$ cat config.mk
export PLATFORM = sky130hd
export DESIGN_NAME = vga_quadrant_renderer_flat
export DESIGN_NICKNAME = d
export VERILOG_FILES = /design/src/rtl/vga_timing_pkg.sv /design/src/rtl/vga_quadrant_renderer_if.sv /design/src/rtl/vga_sync_counter.sv /design/src/rtl/vga_quadrant_renderer.sv /design/src/flat_wrapper.sv
export SDC_FILE = /design/constraint.sdc
export NUM_CORES = 1
export LEC_CHECK = 0
export CORE_ASPECT_RATIO = 0.5
export CORE_MARGIN = 2
export CORE_UTILIZATION = 64
export CTS_CLUSTER_DIAMETER = 40
export DETAILED_ROUTE_END_ITERATION = 10
export DONT_BUFFER_PORTS = 1
export GPL_ROUTABILITY_DRIVEN = 0
export PLACE_DENSITY = 0.82
export REMOVE_ABC_BUFFERS = 1
export SYNTH_ARGS = -nofsm -noshare
export SYNTH_HDL_FRONTEND = slang
export SYNTH_SLANG_ARGS = --single-unit
$ cat constraint.sdc
create_clock -name clk -period 4.2 [get_ports clk]
set_input_delay 0.84 -clock clk [delete_from_list [all_inputs] [get_ports clk]]
set_output_delay 0.84 -clock clk [all_outputs]
set_load 0.1 [all_outputs]
$ cat src/rtl/vga_timing_pkg.sv
// Default 640x480@60 timing constants, shared types and the 24->12 bit colour reduction.
package vga_timing_pkg;

   localparam int   DEF_PIX_DIV  = 4;
   localparam int   DEF_H_ACTIVE = 640;
   localparam int   DEF_H_FP     = 16;
   localparam int   DEF_H_SYNC   = 96;
   localparam int   DEF_H_BP     = 48;
   localparam int   DEF_V_ACTIVE = 480;
   localparam int   DEF_V_FP     = 10;
   localparam int   DEF_V_SYNC   = 2;
   localparam int   DEF_V_BP     = 33;
   localparam logic DEF_SYNC_POL = 1'b0;

   localparam int H_TOTAL      = DEF_H_ACTIVE + DEF_H_FP + DEF_H_SYNC + DEF_H_BP;
   localparam int V_TOTAL      = DEF_V_ACTIVE + DEF_V_FP + DEF_V_SYNC + DEF_V_BP;
   localparam int H_SYNC_START = DEF_H_ACTIVE + DEF_H_FP;
   localparam int H_SYNC_END   = H_SYNC_START + DEF_H_SYNC - 1;
   localparam int V_SYNC_START = DEF_V_ACTIVE + DEF_V_FP;
   localparam int V_SYNC_END   = V_SYNC_START + DEF_V_SYNC - 1;

   localparam int CNT_W = 11;

   typedef logic [CNT_W-1:0] cnt_t;
   typedef logic [23:0]      rgb24_t;
   typedef logic [11:0]      rgb12_t;

   // Encoding is {bottom, right} so the select can be built straight from the compares.
   typedef enum logic [1:0] {
      QUAD_TL = 2'd0,
      QUAD_TR = 2'd1,
      QUAD_BL = 2'd2,
      QUAD_BR = 2'd3
   } quad_e;

   function automatic rgb12_t rgb_to_12(input rgb24_t c);
      return {c[23:20], c[15:12], c[7:4]};
   endfunction

   function automatic quad_e quad_of(input logic bottom, input logic right);
      return quad_e'({bottom, right});
   endfunction

endpackage

$ cat src/rtl/vga_quadrant_renderer_if.sv
// Colour inputs and registered video outputs of the quadrant renderer.
interface vga_quadrant_renderer_if;
   import vga_timing_pkg::*;

   rgb24_t rgb0;
   rgb24_t rgb1;
   rgb24_t rgb2;
   rgb24_t rgb3;

   logic   hsync;
   logic   vsync;
   cnt_t   px_h;
   cnt_t   px_v;
   rgb12_t px_12bit_data;
   logic   active;
   logic   frame_start;

   modport master (
      output rgb0, rgb1, rgb2, rgb3,
      input  hsync, vsync, px_h, px_v, px_12bit_data, active, frame_start
   );

   modport slave (
      input  rgb0, rgb1, rgb2, rgb3,
      output hsync, vsync, px_h, px_v, px_12bit_data, active, frame_start
   );

endinterface

$ cat src/rtl/vga_sync_counter.sv
// Pixel-rate divider, h/v raster counters and combinational sync decode.
module vga_sync_counter
   import vga_timing_pkg::*;
#(
   parameter int   PIX_DIV  = DEF_PIX_DIV,
   parameter int   H_ACTIVE = DEF_H_ACTIVE,
   parameter int   H_FP     = DEF_H_FP,
   parameter int   H_SYNC   = DEF_H_SYNC,
   parameter int   H_BP     = DEF_H_BP,
   parameter int   V_ACTIVE = DEF_V_ACTIVE,
   parameter int   V_FP     = DEF_V_FP,
   parameter int   V_SYNC   = DEF_V_SYNC,
   parameter int   V_BP     = DEF_V_BP,
   parameter logic SYNC_POL = DEF_SYNC_POL
) (
   input  logic clk,
   input  logic rst,
   output logic px_en,
   output cnt_t h_cnt,
   output cnt_t v_cnt,
   output logic hsync_raw,
   output logic vsync_raw,
   output logic frame_wrap
);

   localparam int DIV_W = (PIX_DIV > 1) ? $clog2(PIX_DIV) : 1;
   localparam int H_TOT = H_ACTIVE + H_FP + H_SYNC + H_BP;
   localparam int V_TOT = V_ACTIVE + V_FP + V_SYNC + V_BP;

   localparam logic [DIV_W-1:0] DIV_LAST = DIV_W'(PIX_DIV - 1);
   localparam cnt_t H_LAST = cnt_t'(H_TOT - 1);
   localparam cnt_t V_LAST = cnt_t'(V_TOT - 1);
   localparam cnt_t HS_BEG = cnt_t'(H_ACTIVE + H_FP);
   localparam cnt_t HS_END = cnt_t'(H_ACTIVE + H_FP + H_SYNC - 1);
   localparam cnt_t VS_BEG = cnt_t'(V_ACTIVE + V_FP);
   localparam cnt_t VS_END = cnt_t'(V_ACTIVE + V_FP + V_SYNC - 1);

   logic [DIV_W-1:0] div_cnt;
   logic             line_wrap;

   always_ff @(posedge clk) begin
      if (rst) begin
         div_cnt <= '0;
      end else if (px_en) begin
         div_cnt <= '0;
      end else begin
         div_cnt <= div_cnt + 1'b1;
      end
   end

   assign px_en      = (div_cnt == DIV_LAST);
   assign line_wrap  = (h_cnt == H_LAST);
   assign frame_wrap = line_wrap && (v_cnt == V_LAST);

   always_ff @(posedge clk) begin
      if (rst) begin
         h_cnt <= '0;
         v_cnt <= '0;
      end else if (px_en) begin
         if (line_wrap) begin
            h_cnt <= '0;
            v_cnt <= (v_cnt == V_LAST) ? '0 : v_cnt + 1'b1;
         end else begin
            h_cnt <= h_cnt + 1'b1;
         end
      end
   end

   assign hsync_raw = (h_cnt >= HS_BEG && h_cnt <= HS_END) ? SYNC_POL : ~SYNC_POL;
   assign vsync_raw = (v_cnt >= VS_BEG && v_cnt <= VS_END) ? SYNC_POL : ~SYNC_POL;

endmodule

$ cat src/rtl/vga_quadrant_renderer.sv
// Paints four solid quadrants from frame-shadowed colours with registered VGA outputs.
module vga_quadrant_renderer
   import vga_timing_pkg::*;
#(
   parameter int   PIX_DIV  = DEF_PIX_DIV,
   parameter int   H_ACTIVE = DEF_H_ACTIVE,
   parameter int   H_FP     = DEF_H_FP,
   parameter int   H_SYNC   = DEF_H_SYNC,
   parameter int   H_BP     = DEF_H_BP,
   parameter int   V_ACTIVE = DEF_V_ACTIVE,
   parameter int   V_FP     = DEF_V_FP,
   parameter int   V_SYNC   = DEF_V_SYNC,
   parameter int   V_BP     = DEF_V_BP,
   parameter logic SYNC_POL = DEF_SYNC_POL
) (
   input  logic                    clk,
   input  logic                    rst,
   vga_quadrant_renderer_if.slave  vid
);

   localparam cnt_t H_VIS  = cnt_t'(H_ACTIVE);
   localparam cnt_t V_VIS  = cnt_t'(V_ACTIVE);
   localparam cnt_t H_HALF = cnt_t'(H_ACTIVE / 2);
   localparam cnt_t V_HALF = cnt_t'(V_ACTIVE / 2);

   logic   px_en;
   cnt_t   h_cnt;
   cnt_t   v_cnt;
   logic   hsync_raw;
   logic   vsync_raw;
   logic   frame_wrap;

   logic   first_load;
   logic   load_shadow;
   rgb24_t src    [4];
   rgb24_t shadow [4];
   rgb24_t colour [4];
   quad_e  quad;
   rgb24_t pick;
   logic   visible;
   rgb12_t pix_next;

   vga_sync_counter #(
      .PIX_DIV  (PIX_DIV),
      .H_ACTIVE (H_ACTIVE),
      .H_FP     (H_FP),
      .H_SYNC   (H_SYNC),
      .H_BP     (H_BP),
      .V_ACTIVE (V_ACTIVE),
      .V_FP     (V_FP),
      .V_SYNC   (V_SYNC),
      .V_BP     (V_BP),
      .SYNC_POL (SYNC_POL)
   ) u_sync_counter (
      .clk        (clk),
      .rst        (rst),
      .px_en      (px_en),
      .h_cnt      (h_cnt),
      .v_cnt      (v_cnt),
      .hsync_raw  (hsync_raw),
      .vsync_raw  (vsync_raw),
      .frame_wrap (frame_wrap)
   );

   assign src[0] = vid.rgb0;
   assign src[1] = vid.rgb1;
   assign src[2] = vid.rgb2;
   assign src[3] = vid.rgb3;

   // Shadows only change on the last pixel of a frame, or on the very first pixel after reset.
   assign load_shadow = px_en && (first_load || frame_wrap);

   always_ff @(posedge clk) begin
      if (rst) begin
         for (int i = 0; i < 4; i++) begin
            shadow[i] <= '0;
         end
         first_load <= 1'b1;
      end else if (load_shadow) begin
         for (int i = 0; i < 4; i++) begin
            shadow[i] <= src[i];
         end
         first_load <= 1'b0;
      end
   end

   // The first pixel after reset paints with the colours being loaded in that same cycle.
   always_comb begin
      for (int i = 0; i < 4; i++) begin
         colour[i] = first_load ? src[i] : shadow[i];
      end
   end

   always_comb begin
      quad = quad_of(v_cnt >= V_HALF, h_cnt >= H_HALF);
      pick = colour[0];
      unique case (quad)
         QUAD_TL: pick = colour[0];
         QUAD_TR: pick = colour[1];
         QUAD_BL: pick = colour[2];
         QUAD_BR: pick = colour[3];
      endcase
   end

   assign visible  = (h_cnt < H_VIS) && (v_cnt < V_VIS);
   assign pix_next = visible ? rgb_to_12(pick) : '0;

   always_ff @(posedge clk) begin
      if (rst) begin
         vid.hsync         <= ~SYNC_POL;
         vid.vsync         <= ~SYNC_POL;
         vid.px_h          <= '0;
         vid.px_v          <= '0;
         vid.px_12bit_data <= '0;
         vid.active        <= 1'b0;
         vid.frame_start   <= 1'b0;
      end else begin
         vid.frame_start <= px_en && (h_cnt == '0) && (v_cnt == '0);
         if (px_en) begin
            vid.hsync         <= hsync_raw;
            vid.vsync         <= vsync_raw;
            vid.px_h          <= h_cnt;
            vid.px_v          <= v_cnt;
            vid.px_12bit_data <= pix_next;
            vid.active        <= visible;
         end
      end
   end

endmodule

$ cat src/flat_wrapper.sv
// flat-port wrapper written by rule: the top's interface ports become plain ports
module vga_quadrant_renderer_flat import vga_timing_pkg::*;
#(
   parameter int   PIX_DIV  = DEF_PIX_DIV,
   parameter int   H_ACTIVE = DEF_H_ACTIVE,
   parameter int   H_FP     = DEF_H_FP,
   parameter int   H_SYNC   = DEF_H_SYNC,
   parameter int   H_BP     = DEF_H_BP,
   parameter int   V_ACTIVE = DEF_V_ACTIVE,
   parameter int   V_FP     = DEF_V_FP,
   parameter int   V_SYNC   = DEF_V_SYNC,
   parameter int   V_BP     = DEF_V_BP,
   parameter logic SYNC_POL = DEF_SYNC_POL
)
  (clk, rst, vid_rgb0, vid_rgb1, vid_rgb2, vid_rgb3, vid_hsync, vid_vsync, vid_px_h, vid_px_v, vid_px_12bit_data, vid_active, vid_frame_start);
  vga_quadrant_renderer_if vid_i ();
  input  logic clk;
  input  logic rst;
  input wire logic [$bits(vid_i.rgb0)-1:0] vid_rgb0;
  input wire logic [$bits(vid_i.rgb1)-1:0] vid_rgb1;
  input wire logic [$bits(vid_i.rgb2)-1:0] vid_rgb2;
  input wire logic [$bits(vid_i.rgb3)-1:0] vid_rgb3;
  output wire logic [$bits(vid_i.hsync)-1:0] vid_hsync;
  output wire logic [$bits(vid_i.vsync)-1:0] vid_vsync;
  output wire logic [$bits(vid_i.px_h)-1:0] vid_px_h;
  output wire logic [$bits(vid_i.px_v)-1:0] vid_px_v;
  output wire logic [$bits(vid_i.px_12bit_data)-1:0] vid_px_12bit_data;
  output wire logic [$bits(vid_i.active)-1:0] vid_active;
  output wire logic [$bits(vid_i.frame_start)-1:0] vid_frame_start;
  assign vid_i.rgb0 = vid_rgb0;
  assign vid_i.rgb1 = vid_rgb1;
  assign vid_i.rgb2 = vid_rgb2;
  assign vid_i.rgb3 = vid_rgb3;
  assign vid_hsync = vid_i.hsync;
  assign vid_vsync = vid_i.vsync;
  assign vid_px_h = vid_i.px_h;
  assign vid_px_v = vid_i.px_v;
  assign vid_px_12bit_data = vid_i.px_12bit_data;
  assign vid_active = vid_i.active;
  assign vid_frame_start = vid_i.frame_start;
  vga_quadrant_renderer #(.PIX_DIV(PIX_DIV), .H_ACTIVE(H_ACTIVE), .H_FP(H_FP), .H_SYNC(H_SYNC), .H_BP(H_BP), .V_ACTIVE(V_ACTIVE), .V_FP(V_FP), .V_SYNC(V_SYNC), .V_BP(V_BP), .SYNC_POL(SYNC_POL)) u_core (.clk(clk), .rst(rst), .vid(vid_i));
endmodule
==> flow_metrics.tcl <==
set metrics [dict create \
    layout_commonest_cell "dfxtp_1" \
    io_buffers 0 \
    die_h_um 70.4 \
    numCtsBuffers 9 \
    clockPowerShare 0.368 \
    met1_usage 0.377 \
    vdd_drop_max_uv 271 \
    syn-cell-area_um2 5640 \
    switching_share 0.235 \
    finalSetupTns_ns 0 \
    skew_ns 0.00837 \
    slew_headroom 0.267 \
    diodes 0 \
    finalMaxSlewViolations 0 \
    timing.rr.start "u_core.u_sync_counter.v_cnt[0]" \
    p_total_mw 2.18 \
    via_per_inst 6.75 \
    syn_inst 552 \
    post-route-period-util 0.745 \
    min_from "u_core.u_sync_counter.div_cnt[0]" \
    min_path_cells 1 \
    dp_hpwl_um 7980 \
    yosys_warnings 0 \
    layout_common_cells "62 x dfxtp_1, 48 x nor3b_1, 48 x edfxtp_1, 45 x nor2_1, 30 x mux2i_1" \
    worstPathMaxFanout 20 \
    p_sw_mw 0.512 \
    final_hold_viol_count 0 \
    status "finished clean" \
    clock-sinks 111 \
    busiest_layer "met2" \
    setup_violations 0 \
    cts_tree "built" \
    drtIter0Drc 559 \
    yosysUniqueCellTypes 52 \
    grt_pass1_wl_um 20900 \
    cts_root_buf "clkbuf_16" \
    fmax_ghz 0.320 \
    fp.dieW_um 137 \
    ff2ff_setup_slack_ns 1.07 \
    start_util 0.654 \
    antenna_left 0 \
    syn_to_final_growth_pct 4.97 \
    clock_path_buffers 2 \
    power_density_nw_per_um2 368 \
    ys_ff_latch 111 \
    tightest_slew_ns 1.10 \
    grt_max_degree 51 \
    use_met2 0.423 \
    ctsHoldBuffers 0 \
    num_vias 4307 \
    yosysSeqAreaShare 0.479 \
    rows 24 \
    grtUsageMet3 0.102 \
    globalRouteOverflowTotal 0 \
    clkTransAtPathRegs_ns 0.06 \
    design.die.area_um2 9630 \
    required_ns 4.24 \
    leakage_nw 1.96 \
    drc 0 \
    synth.avg_cell_area_um2 10.2 \
    core_area_um2 8620 \
    nNetsFinal 620 \
    layout-drive-gt1-share 0.107 \
    internal_power_mw 1.67 \
    combPwrFrac 0.067 \
    wire_per_inst_um 20.1 \
    antenna_found_initial 0 \
    reg2reg_depth 7 \
    min_path_type "flip-flop to flip-flop" \
    r2r-end "u_core.shadow[2][4]" \
    clock_latency_ns 0.35 \
    ctsHtreeMaxLevel 3 \
    rsz0062_at_grt "false" \
    wl_um 12800 \
    critPathLaunch "u_core.u_sync_counter.v_cnt[0]" \
    hold_end "u_core.u_sync_counter.div_cnt[0]" \
    async_flop_share 0 \
    grtUsageTotal 0.279 \
    start_kind "flip-flop" \
    end_kind "flip-flop" \
    cap_viol_max_count 0 \
    min_period_ns 3.13 \
    seq_power_share 0.566 \
    dr.pass1.iters 5 \
    ios 136 \
    arrival_ns 3.17 \
    criticalPathCategory "flip-flop to flip-flop" \
    grt_pass1_vias 4104 \
    synth_edf_count 48 \
    synth-main-ff-cell "dfxtp_1" \
    cts_setup_buffers 0 \
    cts_resized 0 \
]
metal layers:
metal  wire, um  share of wire
met4        172          0.013
met1       5620           0.44
met2       5750           0.45
met3       1270          0.099
met5          0              0
cells by family after synthesis:
family | Yosys count | share of synthesized area
AND/OR/NAND/NOR | 192 | 0.200
AO/OA/AOI/OAI | 112 | 0.144
flip-flops | 111 | 0.479
buffers and inverters | 68 | 0.0501
multiplexers | 49 | 0.0912
XOR/XNOR | 14 | 0.0217
adder cells (fa/ha/maj) | 6 | 0.0133
worst max-delay path by stage:
| stage | endpoint | slack (ns) | cells past startpoint |
|---|---|---|---|
| after floorplan | u_core.shadow[0][12] | 0.67 | 4 |
| after global placement | u_core.shadow[2][4] | 1.07 | 7 |
| after detailed placement | u_core.shadow[0][13] | 1.08 | 7 |
| after CTS | u_core.shadow[2][4] | 1.05 | 7 |
| after global routing | u_core.shadow[2][4] | 0.80 | 7 |
| final | u_core.shadow[2][4] | 1.07 | 7 |
worst max-delay path, stage by stage (launching register included):
cell	delay [ns]
dfxtp_1	0.36
inv_1	0.13
ha_1	0.16
or4b_1	0.46
nor3_1	0.44
a41o_1	0.46
a21o_2	0.45
buf_4	0.34
power by group through the flow:
stage	clock, mW	combinational (mW)	sequential [mW]
floorplan	0	0.105	1.25
global placement	0	0.141	1.25
detailed placement	0	0.144	1.26
CTS	0.812	0.145	1.23
global route	0.842	0.159	1.24
finish	0.801	0.145	1.23
registers in the layout (all words and copies together) (netlist names):
name and cells:
u_core.shadow 48, u_core.vid.px_12bit_data 12, u_core.u_sync_counter.h_cnt 11, u_core.u_sync_counter.v_cnt 11, u_core.vid.px_h 11, u_core.vid.px_v 11
u_core.u_sync_counter.div_cnt 2, u_core.first_load 1, u_core.vid.active 1, u_core.vid.frame_start 1, u_core.vid.hsync 1, u_core.vid.vsync 1
through the flow:
stage,cells,hold WS (ns),instance area [um^2],worst slack [ns],utilization
3_5_place_dp,622,0.419,5650,1.08,0.655
6_report,638,0.425,5920,1.07,0.687
4_1_cts,638,0.428,5920,1.05,0.687
5_1_grt,638,0.434,5920,0.796,0.687
3_3_place_gp,622,0.414,5650,1.07,0.655
2_1_floorplan,494,0.400,5400,0.671,-
area by class of cell:
| class | count | area [um^2] |
|---|---|---|
| clock buffers | 14 | 264 |
| clock inverters | 2 | 8.76 |
| fillers | 647 | 2700 |
| inverters | 10 | 37.5 |
| multi-input cells | 373 | 2680 |
| flip-flops and latches | 111 | 2700 |
| well taps | 117 | 146 |
| repair buffers | 11 | 82.6 |
Yosys cell counts (8+ instances only):
cell	n	share of area
nand4_1	8	0.0089
nand3_1	17	0.015
o221ai_1	12	0.019
nor2_1	45	0.030
mux2_2	19	0.038
o21ai_0	25	0.022
a32o_1	11	0.020
nand2_1	22	0.015
nor3b_1	48	0.064
a31oi_1	13	0.014
buf_2	10	0.0089
clkbuf_1	45	0.030
dfxtp_1	63	0.22
nor4_1	8	0.0089
a22oi_1	12	0.016
edfxtp_1	48	0.26
o2111ai_1	10	0.016
a21oi_1	8	0.0071
mux2i_1	30	0.053
nor3_1	11	0.0098
xnor2_1	10	0.016
inv_1	10	0.0067
Power figures use the tool's default switching activity.
